File: src/rtl/gf16_inv_stage2_pkg.sv
// Canright normal-basis tower constants, field helpers and share types shared by
// the masked GF(2^4) inversion stage. GF(2^2) bit1 = coefficient of W, bit0 = coefficient of W^2.
package gf16_inv_stage2_pkg;

    typedef logic [1:0] gf4_t;
    typedef logic [3:0] gf16_t;

    typedef struct packed {
        gf4_t sh1;
        gf4_t sh0;
    } gf4_sh_t;

    typedef struct packed {
        gf16_t h0;
        gf16_t h1;
        gf16_t l0;
        gf16_t l1;
    } hl_sh_t;

    localparam gf4_t  GF4_N    = 2'b01;
    localparam gf4_t  GF4_ONE  = 2'b11;
    localparam gf16_t GF16_ONE = {GF4_ONE, GF4_ONE};

    function automatic gf4_t gf4_sq(input gf4_t a);
        return {a[0], a[1]};
    endfunction

    // In GF(2^2) a^-1 = a^2 for every a (0 maps to 0).
    function automatic gf4_t gf4_inv(input gf4_t a);
        return gf4_sq(a);
    endfunction

    function automatic gf4_t gf4_mul(input gf4_t a, input gf4_t b);
        logic e;
        e = (a[1] ^ a[0]) & (b[1] ^ b[0]);
        return {(a[1] & b[1]) ^ e, (a[0] & b[0]) ^ e};
    endfunction

    function automatic gf4_t gf4_scl_n(input gf4_t a);
        return gf4_mul(a, GF4_N);
    endfunction

    function automatic gf4_t gf4_sq_scl_n(input gf4_t a);
        return gf4_scl_n(gf4_sq(a));
    endfunction

    function automatic gf16_t gf16_mul(input gf16_t a, input gf16_t b);
        gf4_t e;
        gf4_t p;
        gf4_t q;
        e = gf4_scl_n(gf4_mul(a[3:2] ^ a[1:0], b[3:2] ^ b[1:0]));
        p = gf4_mul(a[3:2], b[3:2]) ^ e;
        q = gf4_mul(a[1:0], b[1:0]) ^ e;
        return {p, q};
    endfunction

endpackage

File: src/rtl/gf16_inv_stage2_if.sv
// Operand/result bundle of the masked inversion stage: d, h, l shares and fresh masks in,
// inverse shares and aligned h/l shares out.
interface gf16_inv_stage2_if;
    import gf16_inv_stage2_pkg::*;

    logic  in_valid;
    gf16_t d0;
    gf16_t d1;
    gf16_t h0;
    gf16_t h1;
    gf16_t l0;
    gf16_t l1;
    gf4_t  r0;
    gf4_t  r1;
    gf4_t  r2;

    logic  out_valid;
    gf16_t inv0;
    gf16_t inv1;
    gf16_t ho0;
    gf16_t ho1;
    gf16_t lo0;
    gf16_t lo1;

    modport master (
        output in_valid, d0, d1, h0, h1, l0, l1, r0, r1, r2,
        input  out_valid, inv0, inv1, ho0, ho1, lo0, lo1
    );

    modport slave (
        input  in_valid, d0, d1, h0, h1, l0, l1, r0, r1, r2,
        output out_valid, inv0, inv1, ho0, ho1, lo0, lo1
    );

endinterface

File: src/rtl/gf16_inv_stage2_gf4_dom_mul.sv
// Two-share DOM GF(2^2) multiplier: inner and masked cross products are registered
// separately and only combined within a share domain after the register.
module gf4_dom_mul
    import gf16_inv_stage2_pkg::*;
(
    input  logic    clk_i,
    input  logic    rst_i,
    input  gf4_sh_t a_i,
    input  gf4_sh_t b_i,
    input  gf4_t    r_i,
    output gf4_sh_t z_o
);

    gf4_t inner0_d;
    gf4_t inner1_d;
    gf4_t cross01_d;
    gf4_t cross10_d;
    gf4_t inner0_q;
    gf4_t inner1_q;
    gf4_t cross01_q;
    gf4_t cross10_q;

    assign inner0_d  = gf4_mul(a_i.sh0, b_i.sh0);
    assign inner1_d  = gf4_mul(a_i.sh1, b_i.sh1);
    assign cross01_d = gf4_mul(a_i.sh0, b_i.sh1) ^ r_i;
    assign cross10_d = gf4_mul(a_i.sh1, b_i.sh0) ^ r_i;

    always_ff @(posedge clk_i) begin
        if (rst_i) begin
            inner0_q  <= '0;
            inner1_q  <= '0;
            cross01_q <= '0;
            cross10_q <= '0;
        end else begin
            inner0_q  <= inner0_d;
            inner1_q  <= inner1_d;
            cross01_q <= cross01_d;
            cross10_q <= cross10_d;
        end
    end

    assign z_o = '{sh1: inner1_q ^ cross10_q, sh0: inner0_q ^ cross01_q};

endmodule

File: src/rtl/gf16_inv_stage2.sv
// Masked GF(2^4) inversion in the Canright tower, two register banks deep, with the
// h/l shares delayed alongside so the next stage receives aligned operands.
module gf16_inv_stage2
    import gf16_inv_stage2_pkg::*;
(
    input  logic             CLK,
    input  logic             RST,
    gf16_inv_stage2_if.slave stage_if
);

    gf4_sh_t    g1_d;
    gf4_sh_t    g0_d;
    gf4_sh_t    g1_q;
    gf4_sh_t    g0_q;
    hl_sh_t     hl_a_d;
    hl_sh_t     hl_a_q;
    hl_sh_t     hl_b_q;
    logic [1:0] vld_d;
    logic [1:0] vld_q;
    gf4_sh_t    prod_q;
    gf4_sh_t    theta;
    gf4_sh_t    theta_inv;
    gf4_sh_t    out_hi;
    gf4_sh_t    out_lo;

    assign g1_d   = '{sh1: stage_if.d1[3:2], sh0: stage_if.d0[3:2]};
    assign g0_d   = '{sh1: stage_if.d1[1:0], sh0: stage_if.d0[1:0]};
    assign hl_a_d = '{h0: stage_if.h0, h1: stage_if.h1, l0: stage_if.l0, l1: stage_if.l1};
    assign vld_d  = {vld_q[0], stage_if.in_valid};

    // gamma1 * gamma0, the only nonlinear part of theta
    gf4_dom_mul u_mul_theta (
        .clk_i (CLK),
        .rst_i (RST),
        .a_i   (g1_d),
        .b_i   (g0_d),
        .r_i   (stage_if.r0),
        .z_o   (prod_q)
    );

    always_ff @(posedge CLK) begin
        if (RST) begin
            g1_q   <= '0;
            g0_q   <= '0;
            hl_a_q <= '0;
            hl_b_q <= '0;
            vld_q  <= '0;
        end else begin
            g1_q   <= g1_d;
            g0_q   <= g0_d;
            hl_a_q <= hl_a_d;
            hl_b_q <= hl_a_q;
            vld_q  <= vld_d;
        end
    end

    // Linear terms are added share-wise, so no mask is needed here.
    always_comb begin
        theta.sh0     = gf4_sq_scl_n(g1_q.sh0 ^ g0_q.sh0) ^ prod_q.sh0;
        theta.sh1     = gf4_sq_scl_n(g1_q.sh1 ^ g0_q.sh1) ^ prod_q.sh1;
        theta_inv.sh0 = gf4_inv(theta.sh0);
        theta_inv.sh1 = gf4_inv(theta.sh1);
    end

    gf4_dom_mul u_mul_hi (
        .clk_i (CLK),
        .rst_i (RST),
        .a_i   (theta_inv),
        .b_i   (g0_q),
        .r_i   (stage_if.r1),
        .z_o   (out_hi)
    );

    gf4_dom_mul u_mul_lo (
        .clk_i (CLK),
        .rst_i (RST),
        .a_i   (theta_inv),
        .b_i   (g1_q),
        .r_i   (stage_if.r2),
        .z_o   (out_lo)
    );

    assign stage_if.out_valid = vld_q[1];
    assign stage_if.inv0      = {out_hi.sh0, out_lo.sh0};
    assign stage_if.inv1      = {out_hi.sh1, out_lo.sh1};
    assign stage_if.ho0       = hl_b_q.h0;
    assign stage_if.ho1       = hl_b_q.h1;
    assign stage_if.lo0       = hl_b_q.l0;
    assign stage_if.lo1       = hl_b_q.l1;

endmodule

File: src/flat_wrapper.sv
// flat-port wrapper written by rule: the top's interface ports become plain ports
module gf16_inv_stage2_flat import gf16_inv_stage2_pkg::*;
  (CLK, RST, stage_if_in_valid, stage_if_d0, stage_if_d1, stage_if_h0, stage_if_h1, stage_if_l0, stage_if_l1, stage_if_r0, stage_if_r1, stage_if_r2, stage_if_out_valid, stage_if_inv0, stage_if_inv1, stage_if_ho0, stage_if_ho1, stage_if_lo0, stage_if_lo1);
  gf16_inv_stage2_if stage_if_i ();
  input  logic CLK;
  input  logic RST;
  input wire logic [$bits(stage_if_i.in_valid)-1:0] stage_if_in_valid;
  input wire logic [$bits(stage_if_i.d0)-1:0] stage_if_d0;
  input wire logic [$bits(stage_if_i.d1)-1:0] stage_if_d1;
  input wire logic [$bits(stage_if_i.h0)-1:0] stage_if_h0;
  input wire logic [$bits(stage_if_i.h1)-1:0] stage_if_h1;
  input wire logic [$bits(stage_if_i.l0)-1:0] stage_if_l0;
  input wire logic [$bits(stage_if_i.l1)-1:0] stage_if_l1;
  input wire logic [$bits(stage_if_i.r0)-1:0] stage_if_r0;
  input wire logic [$bits(stage_if_i.r1)-1:0] stage_if_r1;
  input wire logic [$bits(stage_if_i.r2)-1:0] stage_if_r2;
  output wire logic [$bits(stage_if_i.out_valid)-1:0] stage_if_out_valid;
  output wire logic [$bits(stage_if_i.inv0)-1:0] stage_if_inv0;
  output wire logic [$bits(stage_if_i.inv1)-1:0] stage_if_inv1;
  output wire logic [$bits(stage_if_i.ho0)-1:0] stage_if_ho0;
  output wire logic [$bits(stage_if_i.ho1)-1:0] stage_if_ho1;
  output wire logic [$bits(stage_if_i.lo0)-1:0] stage_if_lo0;
  output wire logic [$bits(stage_if_i.lo1)-1:0] stage_if_lo1;
  assign stage_if_i.in_valid = stage_if_in_valid;
  assign stage_if_i.d0 = stage_if_d0;
  assign stage_if_i.d1 = stage_if_d1;
  assign stage_if_i.h0 = stage_if_h0;
  assign stage_if_i.h1 = stage_if_h1;
  assign stage_if_i.l0 = stage_if_l0;
  assign stage_if_i.l1 = stage_if_l1;
  assign stage_if_i.r0 = stage_if_r0;
  assign stage_if_i.r1 = stage_if_r1;
  assign stage_if_i.r2 = stage_if_r2;
  assign stage_if_out_valid = stage_if_i.out_valid;
  assign stage_if_inv0 = stage_if_i.inv0;
  assign stage_if_inv1 = stage_if_i.inv1;
  assign stage_if_ho0 = stage_if_i.ho0;
  assign stage_if_ho1 = stage_if_i.ho1;
  assign stage_if_lo0 = stage_if_i.lo0;
  assign stage_if_lo1 = stage_if_i.lo1;
  gf16_inv_stage2 u_core (.CLK(CLK), .RST(RST), .stage_if(stage_if_i));
endmodule
File: config.mk
export PLATFORM = sky130hd
export DESIGN_NAME = gf16_inv_stage2_flat
export DESIGN_NICKNAME = d
export VERILOG_FILES = /design/src/rtl/gf16_inv_stage2_pkg.sv /design/src/rtl/gf16_inv_stage2_if.sv /design/src/rtl/gf16_inv_stage2_gf4_dom_mul.sv /design/src/rtl/gf16_inv_stage2.sv /design/src/flat_wrapper.sv
export SDC_FILE = /design/constraint.sdc
export NUM_CORES = 1
export LEC_CHECK = 0
export CAP_MARGIN = 20
export CORE_MARGIN = 8
export CORE_UTILIZATION = 29
export CTS_BUF_LIST = sky130_fd_sc_hd__clkbuf_8
export CTS_CLUSTER_DIAMETER = 60
export DETAILED_ROUTE_END_ITERATION = 8
export SYNTH_ARGS = -nofsm -noshare
export SYNTH_HDL_FRONTEND = slang
export SYNTH_HIERARCHICAL = 1
export SYNTH_SLANG_ARGS = --single-unit
File: constraint.sdc
create_clock -name CLK -period 2.49 [get_ports CLK]
set_clock_uncertainty 0.2 [all_clocks]
set_input_delay 0.498 -clock CLK [delete_from_list [all_inputs] [get_ports CLK]]
set_output_delay 0.498 -clock CLK [all_outputs]
set_load 0.05 [all_outputs]
==> impl_metrics.prom <==
# TYPE chip_impl_metric gauge
chip_impl_metric{name="cts_resized",unit=""} 0
chip_impl_metric{name="clkSinkCount",unit=""} 66
chip_impl_metric{name="critPathMaxFanout",unit=""} 1
chip_impl_metric{name="setup_total_negative_slack",unit="ns"} 0
chip_impl_metric{name="routabilityCongestion",unit=""} 0.763
chip_impl_metric{name="dieHeight",unit="µm"} 117
chip_impl_metric{name="ctsHoldBuffers",unit=""} 0
chip_impl_metric{name="grt_util_all_layers",unit=""} 0.0868
chip_impl_metric{name="clk_pin_slew",unit="ns"} 0.07
chip_impl_metric{name="power.leakage",unit="nW"} 1.54
chip_impl_metric{name="maxClockFrequency",unit="MHz"} 428
chip_impl_metric{name="timing_max_transition_violations_final",unit=""} 0
chip_impl_metric{name="report.final.setup_viol",unit=""} 0
chip_impl_metric{name="postRouteWirelength",unit="mm"} 5.79
chip_impl_metric{name="grt_first_pass_wirelength",unit="mm"} 9.27
chip_impl_info{name="most_common_library_cell_in_the_layout_ignoring_fill_and_taps",value="dfxtp_1"} 1
chip_impl_metric{name="drive_gt1_frac",unit=""} 0.172
chip_impl_metric{name="rows",unit=""} 37
chip_impl_metric{name="maxCapViolCount",unit=""} 0
chip_impl_metric{name="synth_compound_gate_area_share",unit=""} 0.110
chip_impl_metric{name="detail_route.first_pass.iterations",unit=""} 4
chip_impl_metric{name="post_synth_instance_area",unit="µm²"} 2970
chip_impl_metric{name="timing.max_slew.rel_slack",unit=""} 0.647
chip_impl_metric{name="floorplan.initialDensity",unit=""} 0.293
chip_impl_metric{name="ys_seq_area_frac",unit=""} 0.444
chip_impl_metric{name="ff2ff_setup_slack",unit="ns"} 0.20
chip_impl_metric{name="pwr_density_cell",unit="nW/µm²"} 772
chip_impl_metric{name="holdWs",unit="ns"} 0.238
chip_impl_metric{name="first_global_vias",unit=""} 1991
chip_impl_metric{name="worstSkewPairLatency",unit="ns"} 0.33
chip_impl_metric{name="final_nets",unit=""} 383
chip_impl_info{name="min-delay-path-class",value="register to register"} 1
chip_impl_metric{name="synth_seq_cells",unit=""} 66
chip_impl_info{name="setup.worst_path.start_class",value="register"} 1
chip_impl_info{name="run_status",value="finished clean"} 1
chip_impl_info{name="worstSetupPathType",value="register to output port"} 1
chip_impl_metric{name="grt_overflow",unit=""} 0
chip_impl_info{name="r2r_start",value="u_core/g0_q[2]"} 1
chip_impl_metric{name="initialDrtViolationCount",unit=""} 69
chip_impl_metric{name="synth.avg_cell_area",unit="µm²"} 10.4
chip_impl_metric{name="io_pins",unit=""} 58
chip_impl_metric{name="final.period_utilization",unit=""} 0.938
chip_impl_metric{name="cts_max_level",unit=""} 3
chip_impl_metric{name="cp.required",unit="ns"} 1.79
chip_impl_metric{name="clock_tree.buffer_depth",unit=""} 2
chip_impl_metric{name="holdPathStages",unit=""} 1
chip_impl_info{name="hold_path_end",value="u_core/stage_if.lo0[3]"} 1
chip_impl_metric{name="grt_max_degree",unit=""} 27
chip_impl_info{name="rsz0062_at_grt",value="false"} 1
chip_impl_metric{name="ant_nets",unit=""} 0
chip_impl_metric{name="antenna_violations_before_repair",unit=""} 0
chip_impl_metric{name="post_cts_buffers",unit=""} 0
chip_impl_metric{name="die_w",unit="µm"} 117
chip_impl_metric{name="reg2regPathDepth",unit=""} 7
chip_impl_metric{name="cts_made_buffers",unit=""} 9
chip_impl_metric{name="worst-slew-pin-transition",unit="ns"} 0.528
chip_impl_info{name="worstReg2RegEnd",value="u_core/u_mul_hi/cross10_q[1]"} 1
chip_impl_metric{name="synth.distinct_cells",unit=""} 29
chip_impl_info{name="most-common-layout-cells",value="dfxtp_1, clkdlybuf4s50_1, nor2b_1"} 1
chip_impl_metric{name="layout-area-overhead-vs-synth",unit="%"} 31.1
chip_impl_metric{name="synth_fa_ha_area_frac",unit=""} 0
chip_impl_metric{name="detailed_route_drc_error_count",unit=""} 0
chip_impl_metric{name="xor_xnor_share_of_the_synthesized_area",unit=""} 0.0858
chip_impl_metric{name="wl_per_cell",unit="µm"} 11.8
chip_impl_metric{name="basic_gate_share_of_the_synthesized_area_counting_and_or_nand_and_nor_cells",unit=""} 0.213
chip_impl_metric{name="peakVddDrop",unit="mV"} 0.265
chip_impl_metric{name="cp.arrival",unit="ns"} 1.64
chip_impl_metric{name="synth_fp_nets",unit=""} 318
chip_impl_metric{name="routed-via-count",unit=""} 2049
chip_impl_metric{name="yosysWarnings",unit=""} 6
chip_impl_info{name="timing.hold.worst.start",value="u_core/hl_a_q[7]"} 1
chip_impl_metric{name="min_period",unit="ns"} 2.34
chip_impl_metric{name="place.detailed.hpwl",unit="mm"} 4.22
chip_impl_metric{name="area_of_the_die",unit="µm²"} 13800
chip_impl_metric{name="port_buffers",unit=""} 57
chip_impl_metric{name="num_antenna_cells",unit=""} 0
chip_impl_metric{name="total_power_of_the_final_layout",unit="mW"} 3.01
chip_impl_info{name="synth_top_family_by_area",value="simple AND/OR/NAND/NOR gates"} 1
chip_impl_metric{name="viasPerCell",unit=""} 4.17
chip_impl_metric{name="report.final.hold_viol_count",unit=""} 0
chip_impl_info{name="cts_tree",value="yes"} 1
chip_impl_metric{name="core_region_area",unit="µm²"} 10100
chip_impl_metric{name="syn-instance-count",unit=""} 285
chip_impl_info{name="root_buffer",value="clkbuf_8"} 1
chip_impl_info{name="sort_of_element_at_the_end_of_the_critical_path",value="output port"} 1
chip_impl_metric{name="synth.mux.area_fraction",unit=""} 0.0833
-- per-layer routing --
layer / GRT usage / vias up / routed length [µm]
met5: 0 / - / 0
met4: 0.0461 / 0 / 86
met3: 0.0272 / 8 / 313
met2: 0.142 / 39 / 2790
met1: 0.0997 / 923 / 2600
li1: - / 1079 / -
-- worst max path at each step --
| stage | startpoint | to | slack [ns] | depth (start not counted) |
|---|---|---|---|---|
| global route | u_core/g0_q[2] | u_core/u_mul_hi/cross10_q[1] | 0.07 | 7 |
| floorplan | u_core/g0_q[3] | u_core/u_mul_hi/cross10_q[1] | 0.21 | 6 |
| CTS | u_core/u_mul_lo/inner1_q[0] | stage_if_inv1[0] | 0.12 | 2 |
| global placement | stage_if_d0[1] | u_core/u_mul_theta/cross10_q[0] | 0.19 | 5 |
| detailed placement | stage_if_d0[1] | u_core/u_mul_theta/cross10_q[0] | 0.15 | 5 |
| finish | u_core/u_mul_lo/inner1_q[0] | stage_if_inv1[0] | 0.15 | 2 |
-- where the power goes --
part	switching [mW]	internal [mW]	leakage, nW
Clock	0.406	0.561	0.103
Combinational	0.474	0.400	0.886
Sequential	0.0314	1.14	0.547
-- sequential cells by signal (all words and copies together) (netlist names), 4 cells and up --
| register | cells |
|---|---|
| u_core/hl_a_q | 16 |
| u_core/g0_q | 4 |
| u_core/g1_q | 4 |
| u_core/stage_if.ho0 | 4 |
| u_core/stage_if.ho1 | 4 |
| u_core/stage_if.lo0 | 4 |
| u_core/stage_if.lo1 | 4 |
-- cell type report --
type,count,area [µm²]
Fill cell,1002,6240
Inverter,3,11.3
Clock inverter,7,95.1
Tap cell,136,170
Sequential cell,66,1320
Multi-Input combinational cell,197,1480
Timing Repair Buffer,73,698
Clock buffer,9,124
-- worst max-delay path, stage by stage, from the launching register on --
cell and delay, ns:
dfxtp_1 0.32, xor2_1 0.14, clkdlybuf4s50_1 0.84
-- cells by family (layout without fill, tap and decap cells) --
group / Yosys count / in the layout
and+or+nand+nor: 105 / 105
DFF: 66 / 66
AOI/OAI and AO/OA: 45 / 45
xor gates and xnor gates: 26 / 26
buffers and inverters: 22 / 92
muxes: 21 / 21
-- synth_stat cells --
library cell  count  area share
dfxtp_1          66        0.44
nor2b_1          48        0.10
nor2_1           21       0.027
xor2_1           17       0.050
o21ai_0          15       0.025
a22oi_1          12       0.030
mux2_2           12       0.045
nand2b_1         12       0.025
buf_6             9       0.034
xnor2_1           7       0.021
a21oi_1           6       0.010
mux2_1            6       0.023
nand2_1           6      0.0076
buf_2             4      0.0067
a221oi_2          3       0.015
a32oi_2           3       0.016
and2b_1           3      0.0076
and4bb_2          3       0.013
buf_8             3       0.015
clkbuf_1          3      0.0038
inv_1             3      0.0038
mux2_4            3       0.015
nand3b_1          3      0.0076
nand4bb_1         3       0.011
nor2_2            3      0.0063
o211ai_1          3      0.0076
o21ai_1           3      0.0050
or2b_1            3      0.0076
xnor3_1           2       0.015
-- stage by stage --
step | setup WS, ns | util | area, µm² | std cells
after floorplan | 0.206 | - | 2970 | 285
after global placement | 0.193 | 0.361 | 3660 | 475
after detailed placement | 0.153 | 0.361 | 3660 | 475
after CTS | 0.125 | 0.383 | 3880 | 491
after global routing | 0.0652 | 0.385 | 3900 | 491
final | 0.154 | 0.385 | 3900 | 491
Power figures use the tool's default switching activity.
